[src/rtl/id_exe_reg.sv]
// ID/EXE pipeline register: captures decoded fields from ID, applies
// freeze/flush, forwards operands and keeps saturating debug counters.
module id_exe_reg #(
    parameter int unsigned W     = 32,
    parameter int unsigned CNT_W = 16
) (
    input  logic             clk,
    input  logic             rst,
    input  logic             freeze,
    input  logic             flush,
    input  logic             clr_cnt,
    input  logic             in_valid,
    input  logic [W-1:0]     in_pc,
    input  logic [W-1:0]     in_val_rn,
    input  logic [W-1:0]     in_val_rm,
    input  logic             in_imm,
    input  logic [11:0]      in_shift_operand,
    input  logic [3:0]       in_dest,
    input  logic [3:0]       in_src1,
    input  logic [3:0]       in_src2,
    input  logic [3:0]       in_exe_cmd,
    input  logic             in_mem_r_en,
    input  logic             in_mem_w_en,
    input  logic             in_wb_en,
    input  logic             in_b,
    input  logic             in_s,
    input  logic [3:0]       in_status,
    input  logic [1:0]       fwd_sel_rn,
    input  logic [1:0]       fwd_sel_rm,
    input  logic [W-1:0]     mem_fwd_val,
    input  logic [W-1:0]     wb_fwd_val,
    output logic             valid,
    output logic [W-1:0]     pc,
    output logic             imm,
    output logic [11:0]      shift_operand,
    output logic [3:0]       dest,
    output logic [3:0]       src1,
    output logic [3:0]       src2,
    output logic [3:0]       exe_cmd,
    output logic             mem_r_en,
    output logic             mem_w_en,
    output logic             wb_en,
    output logic             b,
    output logic             s,
    output logic [3:0]       status,
    output logic [W-1:0]     val_rn,
    output logic [W-1:0]     val_rm,
    output logic [CNT_W-1:0] stall_cnt,
    output logic [CNT_W-1:0] bubble_cnt
);

    localparam logic [CNT_W-1:0] CNT_MAX = '1;

    logic             r_valid;
    logic [W-1:0]     r_pc;
    logic [W-1:0]     r_val_rn;
    logic [W-1:0]     r_val_rm;
    logic             r_imm;
    logic [11:0]      r_shift_operand;
    logic [3:0]       r_dest;
    logic [3:0]       r_src1;
    logic [3:0]       r_src2;
    logic [3:0]       r_exe_cmd;
    logic             r_mem_r_en;
    logic             r_mem_w_en;
    logic             r_wb_en;
    logic             r_b;
    logic             r_s;
    logic [3:0]       r_status;
    logic [CNT_W-1:0] r_stall_cnt;
    logic [CNT_W-1:0] r_bubble_cnt;

    logic             w_load;
    logic             w_stall;
    logic             w_bubble;

    // Action decode: flush beats freeze, freeze beats load
    assign w_load   = !flush && !freeze;
    assign w_stall  = freeze && !flush;
    assign w_bubble = flush || (w_load && !in_valid);

    // Stage register: bubble on flush, hold on freeze, else capture;
    // control bits are masked so they never assert without valid
    always_ff @(posedge clk or negedge rst) begin
        if (!rst) begin
            r_valid         <= 1'b0;
            r_pc            <= '0;
            r_val_rn        <= '0;
            r_val_rm        <= '0;
            r_imm           <= 1'b0;
            r_shift_operand <= '0;
            r_dest          <= '0;
            r_src1          <= '0;
            r_src2          <= '0;
            r_exe_cmd       <= '0;
            r_mem_r_en      <= 1'b0;
            r_mem_w_en      <= 1'b0;
            r_wb_en         <= 1'b0;
            r_b             <= 1'b0;
            r_s             <= 1'b0;
            r_status        <= '0;
        end else if (flush) begin
            r_valid         <= 1'b0;
            r_pc            <= '0;
            r_val_rn        <= '0;
            r_val_rm        <= '0;
            r_imm           <= 1'b0;
            r_shift_operand <= '0;
            r_dest          <= '0;
            r_src1          <= '0;
            r_src2          <= '0;
            r_exe_cmd       <= '0;
            r_mem_r_en      <= 1'b0;
            r_mem_w_en      <= 1'b0;
            r_wb_en         <= 1'b0;
            r_b             <= 1'b0;
            r_s             <= 1'b0;
            r_status        <= '0;
        end else if (!freeze) begin
            r_valid         <= in_valid;
            r_pc            <= in_pc;
            r_val_rn        <= in_val_rn;
            r_val_rm        <= in_val_rm;
            r_imm           <= in_imm;
            r_shift_operand <= in_shift_operand;
            r_dest          <= in_dest;
            r_src1          <= in_src1;
            r_src2          <= in_src2;
            r_exe_cmd       <= in_exe_cmd;
            r_mem_r_en      <= in_mem_r_en && in_valid;
            r_mem_w_en      <= in_mem_w_en && in_valid;
            r_wb_en         <= in_wb_en && in_valid;
            r_b             <= in_b && in_valid;
            r_s             <= in_s && in_valid;
            r_status        <= in_status;
        end
    end

    // Saturating debug counters; clear wins over increment
    always_ff @(posedge clk or negedge rst) begin
        if (!rst) begin
            r_stall_cnt  <= '0;
            r_bubble_cnt <= '0;
        end else if (clr_cnt) begin
            r_stall_cnt  <= '0;
            r_bubble_cnt <= '0;
        end else begin
            if (w_stall && (r_stall_cnt != CNT_MAX)) begin
                r_stall_cnt <= r_stall_cnt + CNT_W'(1);
            end
            if (w_bubble && (r_bubble_cnt != CNT_MAX)) begin
                r_bubble_cnt <= r_bubble_cnt + CNT_W'(1);
            end
        end
    end

    // Same-cycle operand forwarding after the register
    always_comb begin
        val_rn = r_val_rn;
        val_rm = r_val_rm;
        case (fwd_sel_rn)
            2'b01:   val_rn = mem_fwd_val;
            2'b10:   val_rn = wb_fwd_val;
            default: val_rn = r_val_rn;
        endcase
        case (fwd_sel_rm)
            2'b01:   val_rm = mem_fwd_val;
            2'b10:   val_rm = wb_fwd_val;
            default: val_rm = r_val_rm;
        endcase
    end

    assign valid         = r_valid;
    assign pc            = r_pc;
    assign imm           = r_imm;
    assign shift_operand = r_shift_operand;
    assign dest          = r_dest;
    assign src1          = r_src1;
    assign src2          = r_src2;
    assign exe_cmd       = r_exe_cmd;
    assign mem_r_en      = r_mem_r_en;
    assign mem_w_en      = r_mem_w_en;
    assign wb_en         = r_wb_en;
    assign b             = r_b;
    assign s             = r_s;
    assign status        = r_status;
    assign stall_cnt     = r_stall_cnt;
    assign bubble_cnt    = r_bubble_cnt;

endmodule

[config.mk]
export PLATFORM = sky130hd
export DESIGN_NAME = id_exe_reg
export DESIGN_NICKNAME = d
export VERILOG_FILES = /design/src/rtl/id_exe_reg.sv
export SDC_FILE = /design/constraint.sdc
export NUM_CORES = 1
export LEC_CHECK = 0
export BUFFER_PORTS_ARGS = -buffer_cell sky130_fd_sc_hd__buf_2
export CAP_MARGIN = 5
export CORE_AREA = 2 2 144 146
export DETAILED_ROUTE_END_ITERATION = 12
export DIE_AREA = 0 0 146 148
export GPL_TIMING_DRIVEN = 0
export PLACE_DENSITY = 0.72
export SETUP_SLACK_MARGIN = 0.3
export SLEW_MARGIN = 20
export SYNTH_ARGS = -nofsm -noshare
export SYNTH_HDL_FRONTEND = slang
export SYNTH_SLANG_ARGS = --single-unit
[constraint.sdc]
create_clock -name clk -period 2.55 [get_ports clk]
set_input_delay 0.1275 -clock clk [delete_from_list [all_inputs] [get_ports clk]]
set_output_delay 0.1275 -clock clk [all_outputs]
set_load 0.02 [all_outputs]
==> flow_summary.json, run 1 <==
{
  "drt_iter0_markers": 588,
  "crit_arrival_ns": 2.42,
  "slew_violations": 0,
  "ctsHtreeMaxLevel": 4,
  "syn_inst": 866,
  "cp_max_fo": 6,
  "use_met2_pct": 49.9,
  "powerDensity_nw_per_um2": 562,
  "peakVddDrop_mv": 0.416,
  "drcViolationCount": 0,
  "track_usage_pct": 28.5,
  "wl_per_cell_um": 18.9,
  "setup-tns-final_ns": 0,
  "ys_seq_area_share_pct": 49.7,
  "postLayoutCellArea_um2": 12700,
  "nFillCells": 1654,
  "cap_violations": 0,
  "areaGrowthSynthToFinish_pct": 50.5,
  "syn_nets": 1080,
  "ios": 375,
  "setup_ws_ns": 0.457,
  "p_leak_nw": 6.44,
  "fin_skew_ns": 0.00975,
  "rsz0062_at_grt": "false",
  "syn_area_um2": 8400,
  "met1_usage_pct": 34.3,
  "start_util_pct": 41.9,
  "hold_class": "in2reg",
  "place_area_um2": 10600,
  "grt_pass1_wl_um": 48300,
  "yosysUniqueCellTypes": 32,
  "die_h_um": 148,
  "grt_pass1_vias": 9006,
  "setup_viol_count_final": 0,
  "ys_warn_count": 0,
  "globalplace.congestion": 0.982,
  "power.total_mw": 7.11,
  "outcome": "finished clean",
  "io_buffers": 373,
  "antenna_found_initial": 5,
  "vias": 9029,
  "cts_setup_buffers": 0,
  "path_class": "reg2reg",
  "hpwlAfterDp_um": 23000,
  "clockRootBuffer": "clkbuf_16",
  "crit_required_ns": 2.88,
  "use_met3_pct": 6.08,
  "clk_latency_ns": 0.42,
  "antenna_left": 0,
  "die_w_um": 146,
  "num_rows": 52,
  "wirelength_um": 31900,
  "cts_tree": "built",
  "fmax_mhz": 478,
  "die_area_um2": 21600,
  "grt.overflow.total": 0,
  "period_share_pct": 82.1,
  "grt_max_degree": 94,
  "dp_slack_ns": 0.342,
  "fin_util_pct": 63.1,
  "critPathCaptureType": "flip-flop",
  "relSlewSlack_pct": 45.1,
  "hold_violations": 0,
  "drive_gt1_share_pct": 30.3,
  "cts.sinks": 167,
  "cts_inserted_buffers": 17,
  "ys_seq_elements": 167,
  "tightest_slew_ns": 0.823,
  "vias_per_cell": 5.37,
  "avgSynthCellArea_um2": 9.70,
  "core_area_um2": 20000,
  "grt.busiest_layer": "met2",
  "path_clk_slew_ns": 0.07,
  "dr.pass1.iters": 5,
  "final_nets": 1607,
  "start_kind": "flip-flop",
  "cts_buffer_depth": 2,
  "min_period_ns": 2.09
}
[routing by layer]
metal	vias up	wire, um
met5	-	0
met4	0	1090
met3	68	2260
met2	458	16000
met1	4350	12500
li1	4153	-
[logic make-up after synthesis]
group	count (synthesis)	synth area share (%)
adder cells (fa/ha/maj)	6	0.893
AND/OR/NAND/NOR	295	15.7
multiplexers	135	16.2
buffers and inverters	72	3.35
AO/OA/AOI/OAI	191	14.2
flip-flops	167	49.7
[cells in the mapped netlist]
cell / count / area (um^2)
a211oi_1: 1 / 7.51
nand3b_1: 1 / 7.51
o21a_1: 2 / 15.0
or3_1: 9 / 56.3
o21bai_2: 1 / 11.3
mux2_2: 5 / 56.3
buf_2: 9 / 45.0
o41ai_1: 1 / 8.76
nand2_1: 81 / 304
mux2i_1: 130 / 1300
buf_1: 9 / 33.8
ha_1: 6 / 75.1
or4_1: 19 / 143
and2_1: 2 / 12.5
a22oi_1: 69 / 518
nand3_1: 12 / 60.1
and3_1: 1 / 6.26
a21oi_1: 29 / 145
nand2b_1: 3 / 18.8
o21ai_0: 70 / 350
nand4_1: 10 / 62.6
inv_1: 8 / 30.0
nor2_1: 141 / 529
o31ai_1: 17 / 128
nor2b_1: 7 / 43.8
nor3_1: 2 / 10.0
dfrtp_1: 167 / 4180
o21ba_2: 1 / 10.0
nor4_4: 1 / 21.3
nor4_1: 4 / 25.0
and4_1: 2 / 17.5
clkbuf_1: 46 / 173
[through the flow]
| step | hold slack [ns] | instances |
|---|---|---|
| 2_1_floorplan | -0.168 | 866 |
| 3_3_place_gp | 0.364 | 1509 |
| 3_5_place_dp | 0.135 | 1510 |
| 4_1_cts | 0.0125 | 1676 |
| 5_1_grt | 0.0776 | 1681 |
| 6_report | 0.0396 | 1681 |
[report_power, final]
group / total, mW / internal [mW] / switching [mW] / leakage, nW
Sequential: 2.85 / 2.77 / 0.0797 / 2.24
Clock: 2.84 / 1.67 / 1.17 / 0.313
Combinational: 1.42 / 0.582 / 0.841 / 3.89
Total: 7.11 / 5.02 / 2.09 / 6.44
[flip-flops by register name, summed over array words and instances (netlist names)]
register,flops
s,1
b,1
status,4
exe_cmd,4
pc,32
r_val_rn,32
bubble_cnt,16
wb_en,1
mem_w_en,1
dest,4
imm,1
src1,4
r_val_rm,32
src2,4
mem_r_en,1
stall_cnt,16
shift_operand,12
valid,1
[cells in the final DEF (no fill, tap or decap), types with 7 or more instances in the layout]
cell,synthesis,layout
nor2b_1,7,7
a21oi_1,29,29
dlygate4sd3_1,0,134
or3_1,9,9
buf_1,9,9
o31ai_1,17,17
nand2_1,81,81
dfrtp_1,167,167
o21ai_0,70,70
clkbuf_16,0,17
nand4_1,10,10
or4_1,19,18
mux2i_1,130,130
nand3_1,12,12
clkbuf_1,46,46
inv_1,8,8
a22oi_1,69,69
nor2_1,141,141
buf_2,9,381
[critical path, cell delays in order (launching register included)]
cell and delay [ns]:
dfrtp_1 0.44, ha_2 0.29, nand2_1 0.13, or4_4 0.58, or4_1 0.42, a21oi_1 0.15
[area by class of cell]
cell class | count | area, um^2 | area share (%)
inverters | 8 | 30.0 | 0.237
diodes | 5 | 12.5 | 0.0989
multi-input cells | 627 | 3960 | 31.3
plain buffers | 64 | 251 | 1.99
clock inverters | 15 | 213 | 1.68
repair buffers | 508 | 3250 | 25.7
well taps | 270 | 338 | 2.67
flip-flops and latches | 167 | 4180 | 33.0
clock buffers | 17 | 425 | 3.36
[worst paths after layout]
kind                                from            end  slack (ns)  cells after the start
setup / recovery            stall_cnt[1]  stall_cnt[10]        0.46                      5
hold / removal             in_val_rn[16]   r_val_rn[16]        0.04                      3
setup reg to reg            stall_cnt[1]  stall_cnt[10]        0.46                      5
hold reg to reg                status[2]      status[2]        0.52                      2
max in group asynchronous            rst   r_val_rm[24]        1.43                      3
min in group asynchronous            rst          pc[9]        0.26                      2
[timing repair]
item,4_1_cts,5_1_grt
endpoints found under the hold margin,207,0
endpoints found under the setup margin,0,12
resized for setup,0,3
hold buffers,134,0
Note: power is estimated with default switching activity, not from simulation.
==> run 2, diff against run 1 <==
Settings changed: CORE_AREA 2 2 144 146 to 2 2 147 149, DIE_AREA 0 0 146 148 to 0 0 149 151, PLACE_DENSITY 0.72 to 0.73.
Clock period 2.55 ns to 1.75 ns, I/O delays scaled along.
==> run 2 against run 1 <==
The flow now finishes with violations (negative setup slack). Combinational power increased by 56%. Maximum frequency increased by 19%. Sequential power increased by 46%. Register-to-register slack got worse by 0.47 ns. Setup slack got worse by 0.47 ns. Non-clock buffer count increased by 53. Cell count increased by 3.7%. Critical endpoint is now stall_cnt[11]. Highest routed layer unchanged.
==> flow_summary.json, run 2 (synthesized netlist as in run 1, its figures left out) <==
{
  "grt.overflow.total": 0,
  "track_usage_pct": 29.9,
  "wirelength_um": 34900,
  "fmax_mhz": 569,
  "cts_tree": "built",
  "r2r_start": "stall_cnt[9]",
  "setup_ws_ns": -0.00887,
  "clockRootBuffer": "clkbuf_16",
  "start_util_pct": 40.4,
  "fin_util_pct": 65.4,
  "wl_met2_um": 17600,
  "wl_per_cell_um": 20.0,
  "final_nets": 1660,
  "crit_required_ns": 2.11,
  "period_share_pct": 101,
  "cts_inserted_buffers": 17,
  "highest_layer": "met4",
  "grt_pass1_wl_um": 51800,
  "io_buffers": 373,
  "setup_viol_count_final": 3,
  "peakVddDrop_mv": 0.657,
  "drt_iter0_markers": 695,
  "fin_skew_ns": 0.0121,
  "drive_gt1_share_pct": 40.2,
  "slew_violations": 0,
  "hold_depth": 2,
  "vias": 9463,
  "core_area_um2": 20800,
  "cp_max_fo": 6,
  "path_clk_slew_ns": 0.07,
  "layout.cells.non_filler": 1743,
  "dr.pass1.iters": 5,
  "drcViolationCount": 0,
  "layout_common_cells": "368 x buf_2, 143 x dfrtp_1, 141 x nor2_1, 135 x dlygate4sd3_1, 130 x mux2i_1",
  "die_area_um2": 22500,
  "globalplace.congestion": 0.922,
  "die_w_um": 149,
  "combPwrFrac_pct": 21.1,
  "cap_violations": 0,
  "violations": "negative setup slack",
  "path_class": "reg2reg",
  "grt_pass1_vias": 9611,
  "powerDensity_nw_per_um2": 768,
  "wl_met3_um": 2580,
  "p_switching_mw": 3.17,
  "min_period_ns": 1.76,
  "relSlewSlack_pct": 47.4,
  "min_to": "bubble_cnt[1]",
  "rsz0062_at_grt": "true",
  "cts_buffer_depth": 2,
  "nFillCells": 1624,
  "ctsHtreeMaxLevel": 4,
  "dp.cells": 1515,
  "areaGrowthSynthToFinish_pct": 62.0,
  "p_sw_share_pct": 30.3,
  "cts.sinks": 167,
  "antenna_left": 0,
  "setup-tns-final_ns": -0.0175,
  "dp_slack_ns": -0.287,
  "reg2reg_slack_ns": -0.009,
  "die_h_um": 151,
  "r2r_end": "stall_cnt[11]",
  "num_rows": 53,
  "final_common_cell": "buf_2",
  "hpwlAfterDp_um": 23800,
  "power_frac_seq_pct": 39.8,
  "hold_class": "in2reg",
  "met1Wirelength_um": 13000,
  "outcome": "complete, but fails checks",
  "critPathCaptureType": "flip-flop",
  "tightest_slew_ns": 0.789,
  "pwr-share-clk_pct": 39.1,
  "clk_latency_ns": 0.44,
  "antenna_found_initial": 8,
  "min_from": "clr_cnt",
  "reg2reg_depth": 7,
  "grt_max_degree": 88,
  "hold_violations": 0,
  "p_leak_nw": 6.89,
  "ios": 375,
  "intPower_mw": 7.29,
  "vias_per_cell": 5.43,
  "crit_arrival_ns": 2.12,
  "holdWs_ns": 0.0966,
  "start_kind": "flip-flop"
}
run 2: cell types whose count changed in the layout (fill, tap and decap cells not counted), sizes merged, moves of 2 or more:
cell	change
buf	+69
clkbuf	-17
clkinv	-2
diode	+4
inv	+2
run 2: how the worst max path moves through the flow:
stage               slack (ns)            end  cells after the start          from
floorplan                -0.04  stall_cnt[15]                      5  stall_cnt[2]
global placement         -2.43  bubble_cnt[9]                      1           rst
detailed placement       -0.29    r_val_rn[1]                      5         flush
CTS                       0.04  stall_cnt[13]                      5  stall_cnt[3]
global route             -0.08   stall_cnt[9]                      7  stall_cnt[9]
finish                  -0.009  stall_cnt[11]                      7  stall_cnt[9]
run 2: power groups by stage:
stage | sequential (mW) | clock (mW) | combinational [mW]
2_1_floorplan | 4.32 | 0 | 0.852
3_3_place_gp | 4.22 | 0 | 1.78
3_5_place_dp | 4.22 | 0 | 1.81
4_1_cts | 4.15 | 4.15 | 2.12
5_1_grt | 4.17 | 4.31 | 2.36
6_report | 4.16 | 4.09 | 2.21
run 2: metrics by stage:
step                power [mW]  cell area (um^2)
global placement          6.00             10800
detailed placement        6.04             10800
global route              10.8             13600
CTS                       10.4             13300
finish                    10.5             13600
floorplan                 5.18              8550
run 2: metal layers:
metal  global-route usage, %  vias to the layer above
met5                       0                        -
li1                        -                     4263
met4                    16.5                        0
met1                    35.3                     4545
met2                    51.7                      539
met3                    5.51                      116
run 2: what timing repair did:
item | CTS | global route
endpoints found under the setup margin | 149 | 93
hold buffers | 135 | 0
setup buffers | 45 | 5
endpoints found under the hold margin | 214 | 0
cloned | 2 | 0
pin swaps | 29 | 25
resized for setup | 85 | 109
run 2: layout make-up:
| class | instances | area [um^2] | area share (%) |
|---|---|---|---|
| diodes | 9 | 22.5 | 0.165 |
| plain buffers | 64 | 385 | 2.83 |
| clock buffers | 17 | 425 | 3.12 |
| clock inverters | 15 | 203 | 1.49 |
| inverters | 8 | 30.0 | 0.221 |
| multi-input cells | 627 | 4280 | 31.5 |
| flip-flops and latches | 167 | 4210 | 30.9 |
| well taps | 275 | 344 | 2.53 |
| repair buffers | 561 | 3710 | 27.3 |
run 2: worst max-delay path, cell delays in order, from the launching register on:
cell	delay (ns)
dfrtp_2	0.43
nand4_1	0.20
buf_6	0.16
nor4_4	0.04
buf_6	0.14
buf_6	0.12
or4_4	0.47
a21oi_2	0.12
